--- src/rtl/reset_seq.sv ---
// -----------------------------------------------------------------------------
// reset_seq
//   Staged reset sequencer for the lock subsystems. A power-on reset or a
//   debounced reset request drives all three subsystem resets high for
//   PULSE_CYC cycles. They are then released one at a time, STAGE_GAP cycles
//   apart, in the order keypad, display, lock core. After that the sequencer
//   waits up to TIMEOUT_CYC cycles for the lock core to report ready.
//
// Parameters
//   PULSE_CYC   : cycles all resets are held high (>= 1)
//   STAGE_GAP   : cycles between successive staged releases (>= 1)
//   TIMEOUT_CYC : maximum cycles spent waiting for core_ready (>= 1)
//
// Ports
//   clk        in   single clock, all logic on posedge
//   rst        in   power-on reset, synchronous, active-high
//   rst_db     in   debounced reset request (level), synchronous to clk
//   core_ready in   lock core finished initialisation (level)
//   rst_out    out  [0]=keypad, [1]=display, [2]=lock core, active-high
//   busy       out  high whenever the sequencer is not idle
//   done       out  one-cycle pulse when the lock core reports ready
//   err        out  sticky ready-timeout flag, cleared on entry to ASSERT
//   state_dbg  out  current FSM state encoding, for observation only
//
// All outputs are registers. They are loaded from the next-state values, so
// in any cycle they agree with the state register.
// -----------------------------------------------------------------------------
module reset_seq #(
    parameter int PULSE_CYC   = 16,
    parameter int STAGE_GAP   = 8,
    parameter int TIMEOUT_CYC = 64
) (
    input  logic       clk,
    input  logic       rst,
    input  logic       rst_db,
    input  logic       core_ready,
    output logic [2:0] rst_out,
    output logic       busy,
    output logic       done,
    output logic       err,
    output logic [2:0] state_dbg
);

    typedef enum logic [2:0] {
        IDLE       = 3'd0,
        ASSERT     = 3'd1,
        RELEASE    = 3'd2,
        WAIT_READY = 3'd3,
        WAIT_LOW   = 3'd4
    } state_t;

    // The counter must hold the longest interval measured in any state.
    localparam int MAX_A = (PULSE_CYC > 2 * STAGE_GAP) ? PULSE_CYC : 2 * STAGE_GAP;
    localparam int MAXC  = (MAX_A > TIMEOUT_CYC) ? MAX_A : TIMEOUT_CYC;
    localparam int CW    = $clog2(MAXC + 1);

    localparam logic [CW-1:0] PULSE_LAST = CW'(PULSE_CYC - 1);
    localparam logic [CW-1:0] REL_LAST   = CW'(2 * STAGE_GAP - 1);
    localparam logic [CW-1:0] TO_LAST    = CW'(TIMEOUT_CYC - 1);
    localparam logic [CW-1:0] GAP        = CW'(STAGE_GAP);
    localparam logic [CW-1:0] CNT_MAX    = CW'(MAXC);

    state_t          state;
    state_t          state_nxt;
    logic [CW-1:0]   cnt;
    logic [CW-1:0]   cnt_nxt;
    logic [CW-1:0]   cnt_inc;
    logic            rst_db_q;
    logic            req_edge;
    logic [2:0]      rst_out_nxt;
    logic            busy_nxt;
    logic            done_nxt;
    logic            err_nxt;

    assign req_edge  = rst_db & ~rst_db_q;
    // Saturating increment: the counter never wraps, even if a state lingers.
    assign cnt_inc   = (cnt == CNT_MAX) ? cnt : cnt + CW'(1);
    assign state_dbg = state;

    // core_ready is a plain level: it is sampled on every WAIT_READY cycle and
    // no acknowledge is returned; done is the only response to it.
    always_comb begin
        state_nxt   = state;
        cnt_nxt     = cnt_inc;
        done_nxt    = 1'b0;
        err_nxt     = err;
        rst_out_nxt = 3'b000;

        case (state)
            IDLE: begin
                if (req_edge) state_nxt = ASSERT;
            end
            ASSERT: begin
                // A fresh request restarts the hold window in place.
                if (req_edge)                cnt_nxt   = '0;
                else if (cnt == PULSE_LAST)  state_nxt = RELEASE;
            end
            RELEASE: begin
                if (req_edge)              state_nxt = ASSERT;
                else if (cnt == REL_LAST)  state_nxt = WAIT_READY;
            end
            WAIT_READY: begin
                // An abort beats ready, and ready beats the timeout.
                if (req_edge) begin
                    state_nxt = ASSERT;
                end else if (core_ready) begin
                    state_nxt = WAIT_LOW;
                    done_nxt  = 1'b1;
                end else if (cnt == TO_LAST) begin
                    state_nxt = WAIT_LOW;
                    err_nxt   = 1'b1;
                end
            end
            WAIT_LOW: begin
                // Hold here while the request is still asserted so a held
                // button cannot start a second sequence.
                if (!rst_db) state_nxt = IDLE;
            end
            default: begin
                state_nxt = ASSERT;
            end
        endcase

        if (state_nxt != state) cnt_nxt = '0;
        if (state_nxt == ASSERT) err_nxt = 1'b0;

        case (state_nxt)
            ASSERT:  rst_out_nxt = 3'b111;
            // Keypad released first, display after one gap, lock core on the
            // transition into WAIT_READY.
            RELEASE: rst_out_nxt = (cnt_nxt < GAP) ? 3'b110 : 3'b100;
            default: rst_out_nxt = 3'b000;
        endcase

        busy_nxt = (state_nxt != IDLE);
    end

    always_ff @(posedge clk) begin
        if (rst) begin
            state    <= ASSERT;
            cnt      <= '0;
            rst_db_q <= 1'b1;
            rst_out  <= 3'b111;
            busy     <= 1'b1;
            done     <= 1'b0;
            err      <= 1'b0;
        end else begin
            state    <= state_nxt;
            cnt      <= cnt_nxt;
            rst_db_q <= rst_db;
            rst_out  <= rst_out_nxt;
            busy     <= busy_nxt;
            done     <= done_nxt;
            err      <= err_nxt;
        end
    end

endmodule

--- config.mk ---
export PLATFORM = sky130hd
export DESIGN_NAME = reset_seq
export DESIGN_NICKNAME = d
export VERILOG_FILES = /design/src/rtl/reset_seq.sv
export SDC_FILE = /design/constraint.sdc
export NUM_CORES = 1
export LEC_CHECK = 0
export CAP_MARGIN = 10
export CORE_MARGIN = 2
export CORE_UTILIZATION = 56
export DETAILED_ROUTE_END_ITERATION = 6
export PLACE_DENSITY = 0.9
export SLEW_MARGIN = 40
export SYNTH_ARGS = -nofsm -noshare
export SYNTH_HDL_FRONTEND = slang
export SYNTH_SLANG_ARGS = --single-unit
--- constraint.sdc ---
create_clock -name clk -period 4.2 [get_ports clk]
set_input_delay 1.26 -clock clk [delete_from_list [all_inputs] [get_ports clk]]
set_output_delay 1.26 -clock clk [all_outputs]
set_load 0.05 [all_outputs]
==> results.txt <==
- The flow ran to the end, and the final reports show no timing, DRC or antenna violations.
* Detailed Routing Iterations Pass 1: 4
* Type of element launching the critical path: register
* Final count of hold timing violations: 0
- H-Tree Depth: 1
- Cells with a size suffix above 1 make up about an eighth of the layout.
* Skew-Pair Late Insertion Delay: around 280 ps
* Critical-path cell with the highest stage delay: sky130_fd_sc_hd__clkdlybuf4s50_1
- No sink is reached through more buffers than the 2 on the longest clock path.
* Post-route cell area: around 0.0011 sq mm
- Actual transition at the worst max-transition pin: 502 ps
* Initial standard-cell utilization of the core: between 60% and 70%
- In this design, the largest share of critical-path delay is due to buffers and inverters.
- Leading cell types in the layout, fill and taps excluded: sky130_fd_sc_hd__dfxtp_1 (17), sky130_fd_sc_hd__clkdlybuf4s50_1 (12), sky130_fd_sc_hd__nor2_1 (9)
- Buffers placed on the I/O ports in this run total 12.
* Sequence of cells on the critical path: clkdlybuf4s50_1
- The number of placed instances, taps included, is 132.
* Final weighted congestion in routability-driven placement: 0.904
* Standard cell core area: 0.00154 sq mm
- Instance area at placement: 0.00106 sq mm
- Part of the cycle the worst path needs: 71.5%
- Count of buffers added by post-CTS timing repair for setup: 0
* Top achievable clock speed: 0.333 GHz
- After the last flow step, the layout net total stands at around 130.
- Post-Synthesis Net Count: 115
* Static leakage: 0.388 nW
- Number of clock sinks: 17
* Worst path arrival time: between 1500 and 2000 ps
- Worst Path Buf+Inv: 1
* First-pass GRT wire length: 3180 um
- P&R area growth vs syn: 14.9%
- Clock tree from TritonCTS: built
- Post-route total power: between 0.2 and 0.3 mW
- Detailed placement HPWL: between 1000 and 1500 um
- Max IR drop VDD: ~0.00018 V
- On the final layout, the worst clock skew is about 4.4 ps.
- Summed over all failing endpoints, the final setup total negative slack is 0 ps.
- Setup repair after global routing left no endpoint under its margin.
- R2R setup slack: 2240 ps
- Total grt overflow: 0
- The number of pins exceeding their max-slew limit in the final report came to 0.
- The routed design has ~1900 um of wire.
* Finish-stage setup viols: 0
- A synthesized cell averages 8.68 sq um.
* Finished Layout Cells: around 140
- Synthesis Warnings: 0
- The tool flagged a number of max-cap violations equal to 0.
* Global-route usage over all layers: 21.8%
- Sequential cells were found to cover a little over a third of the synthesized design area.
* Count of hold-fix buffers inserted at cts: 0
- Summing every instance area after synthesis gives around 950 sq um.
* Worst hold slack after final layout: between 400 and 500 ps
- Die Area: ~0.0020 sq mm
- Leaving out fill and tap cells, the most frequent cell in the layout is sky130_fd_sc_hd__dfxtp_1.
- In this run the worst hold path is classified as register to register.
- Horiz. Die Dim: approximately 45 um
- Flip-flop and latch count after synthesis: 17
- The smallest clock period supported by the final layout is computed as 3000 ps.
- After detailed routing, the number of remaining DRC violations is 0.
* Antenna diodes: 0
- Via-to-Cell Ratio: about 6.0
- Overall via count from detail_route: about 810
- Routed wirelength normalized by instance count: between 10 and 15 um
- Largest area contributor in the synthesized netlist: sky130_fd_sc_hd__dfxtp_1
* Area taken by multi-input logic gates: approximately 550 sq um
* Power density over the cells: ~250 mW/mm^2
* Area of all sequential standard cells: between 300 and 400 sq um
* Number of global-route vias before repair: 740
- Number of placed I/O pins: 13
- The initialized floorplan defines 14 standard-cell rows.
- Initial DRC count: 12
* Critical path capture point type: output pin
- Top fanout value on the critical path: 14
* Number of unique standard cell types used by synthesis: between 40 and 50
- Worst path required time: just under 3000 ps
- After filler insertion, the fill cell instance count of the layout stands at 124.
- The floorplan step set the die height to around 45 um.
* CTS resizes: 0
- In this run the tightest slew margin relative to its limit is around two thirds.
- Root Buffer: sky130_fd_sc_hd__clkbuf_4
- TritonCTS buffer count: 3
- After technology mapping, the gate count stands at 109.
- Entering global routing, the biggest net connects 15 pins.
- Worst Path Class, Setup: register to output pin
* Clock slew at reported path FFs: roughly 90 ps
- Dominant cells by area after synthesis: sky130_fd_sc_hd__dfxtp_1 (36%), sky130_fd_sc_hd__o21ai_0 (4.2%), sky130_fd_sc_hd__nor2_1 (3.6%), sky130_fd_sc_hd__xnor2_1 (2.8%), sky130_fd_sc_hd__xor2_1 (2.8%)
- Share of the synthesized area in the top cell type: between 30 and 40%
* Crit path largest cell delay: around 890 ps
- The number of antenna violations at the first check in global routing was 0.
* Count of antenna-violating nets left after detailed routing: 0
[power by group]
group	total [mW]	internal [mW]	switching [mW]
Sequential	0.166	0.164	0.00267
Clock	0.0853	0.0368	0.0485
Combinational	0.0196	0.00917	0.0105
Total	0.271	0.210	0.0616
[cells in the mapped netlist (all sizes together)]
master and instances:
dfxtp 17, nor2 10, o21ai 10, inv 7, nand2 6, nand3 5
nor3 5, a21oi 4, buf 3, nand4 3, nor2b 3, o21a 3
xnor2 3, xor2 3, clkbuf 2, ha 2, nand2b 2, nor3b 2
nor4 2, o211ai 2, o2bb2ai 2, or2 2, a21bo 1, a31oi 1
and4b 1, nand4b 1, nor4b 1, nor4bb 1, o21bai 1, o311a 1
o31a 1, o31ai 1, or3b 1
[final cells by class]
cell class              instances  share of cell area [%]
flip-flops and latches         17                    31.3
repair buffers                 12                    11.0
clock buffers                   4                    2.42
well taps                      16                    1.84
multi-input cells              80                    51.0
inverters                       7                    2.42
[path summary, 6_finish.rpt]
check,from,to,depth (start not counted)
max,state_dbg[1],state_dbg[1],1
min,err,err,1
max reg2reg,cnt[1],rst_out[1],6
min reg2reg,err,err,1
[routing by layer]
layer / vias up / share of wire [%] / global-route usage, %
li1: 410 / - / -
met1: 369 / 46 / 31.1
met2: 29 / 47 / 33.1
met3: 4 / 4.9 / 2.40
met4: 0 / 1.7 / 9.41
met5: - / 0 / 0
[cells by family (layout without fill, tap and decap cells)]
family / after synthesis / in the layout / share of synthesized area (%)
and+or+nand+nor: 45 / 45 / 29.1
AOI/OAI and AO/OA: 27 / 27 / 21.3
DFF: 17 / 17 / 36.0
buffers and inverters: 12 / 23 / 5.42
xor gates and xnor gates: 6 / 6 / 5.56
adders and majority gates: 2 / 2 / 2.65
[sequential cells by signal, summed over array words and instances, names as in the netlist]
signal / flops
done: 1
busy: 1
cnt: 7
err: 1
rst_db_q: 1
state_dbg: 3
rst_out: 3
[through the flow]
step	setup WS (ps)	util (%)
2_1_floorplan	1770	-
3_3_place_gp	1280	68.8
3_5_place_dp	1220	68.8
4_1_cts	1190	70.5
5_1_grt	1100	70.5
6_report	1200	70.5
Note: power is estimated with default switching activity, not from simulation.
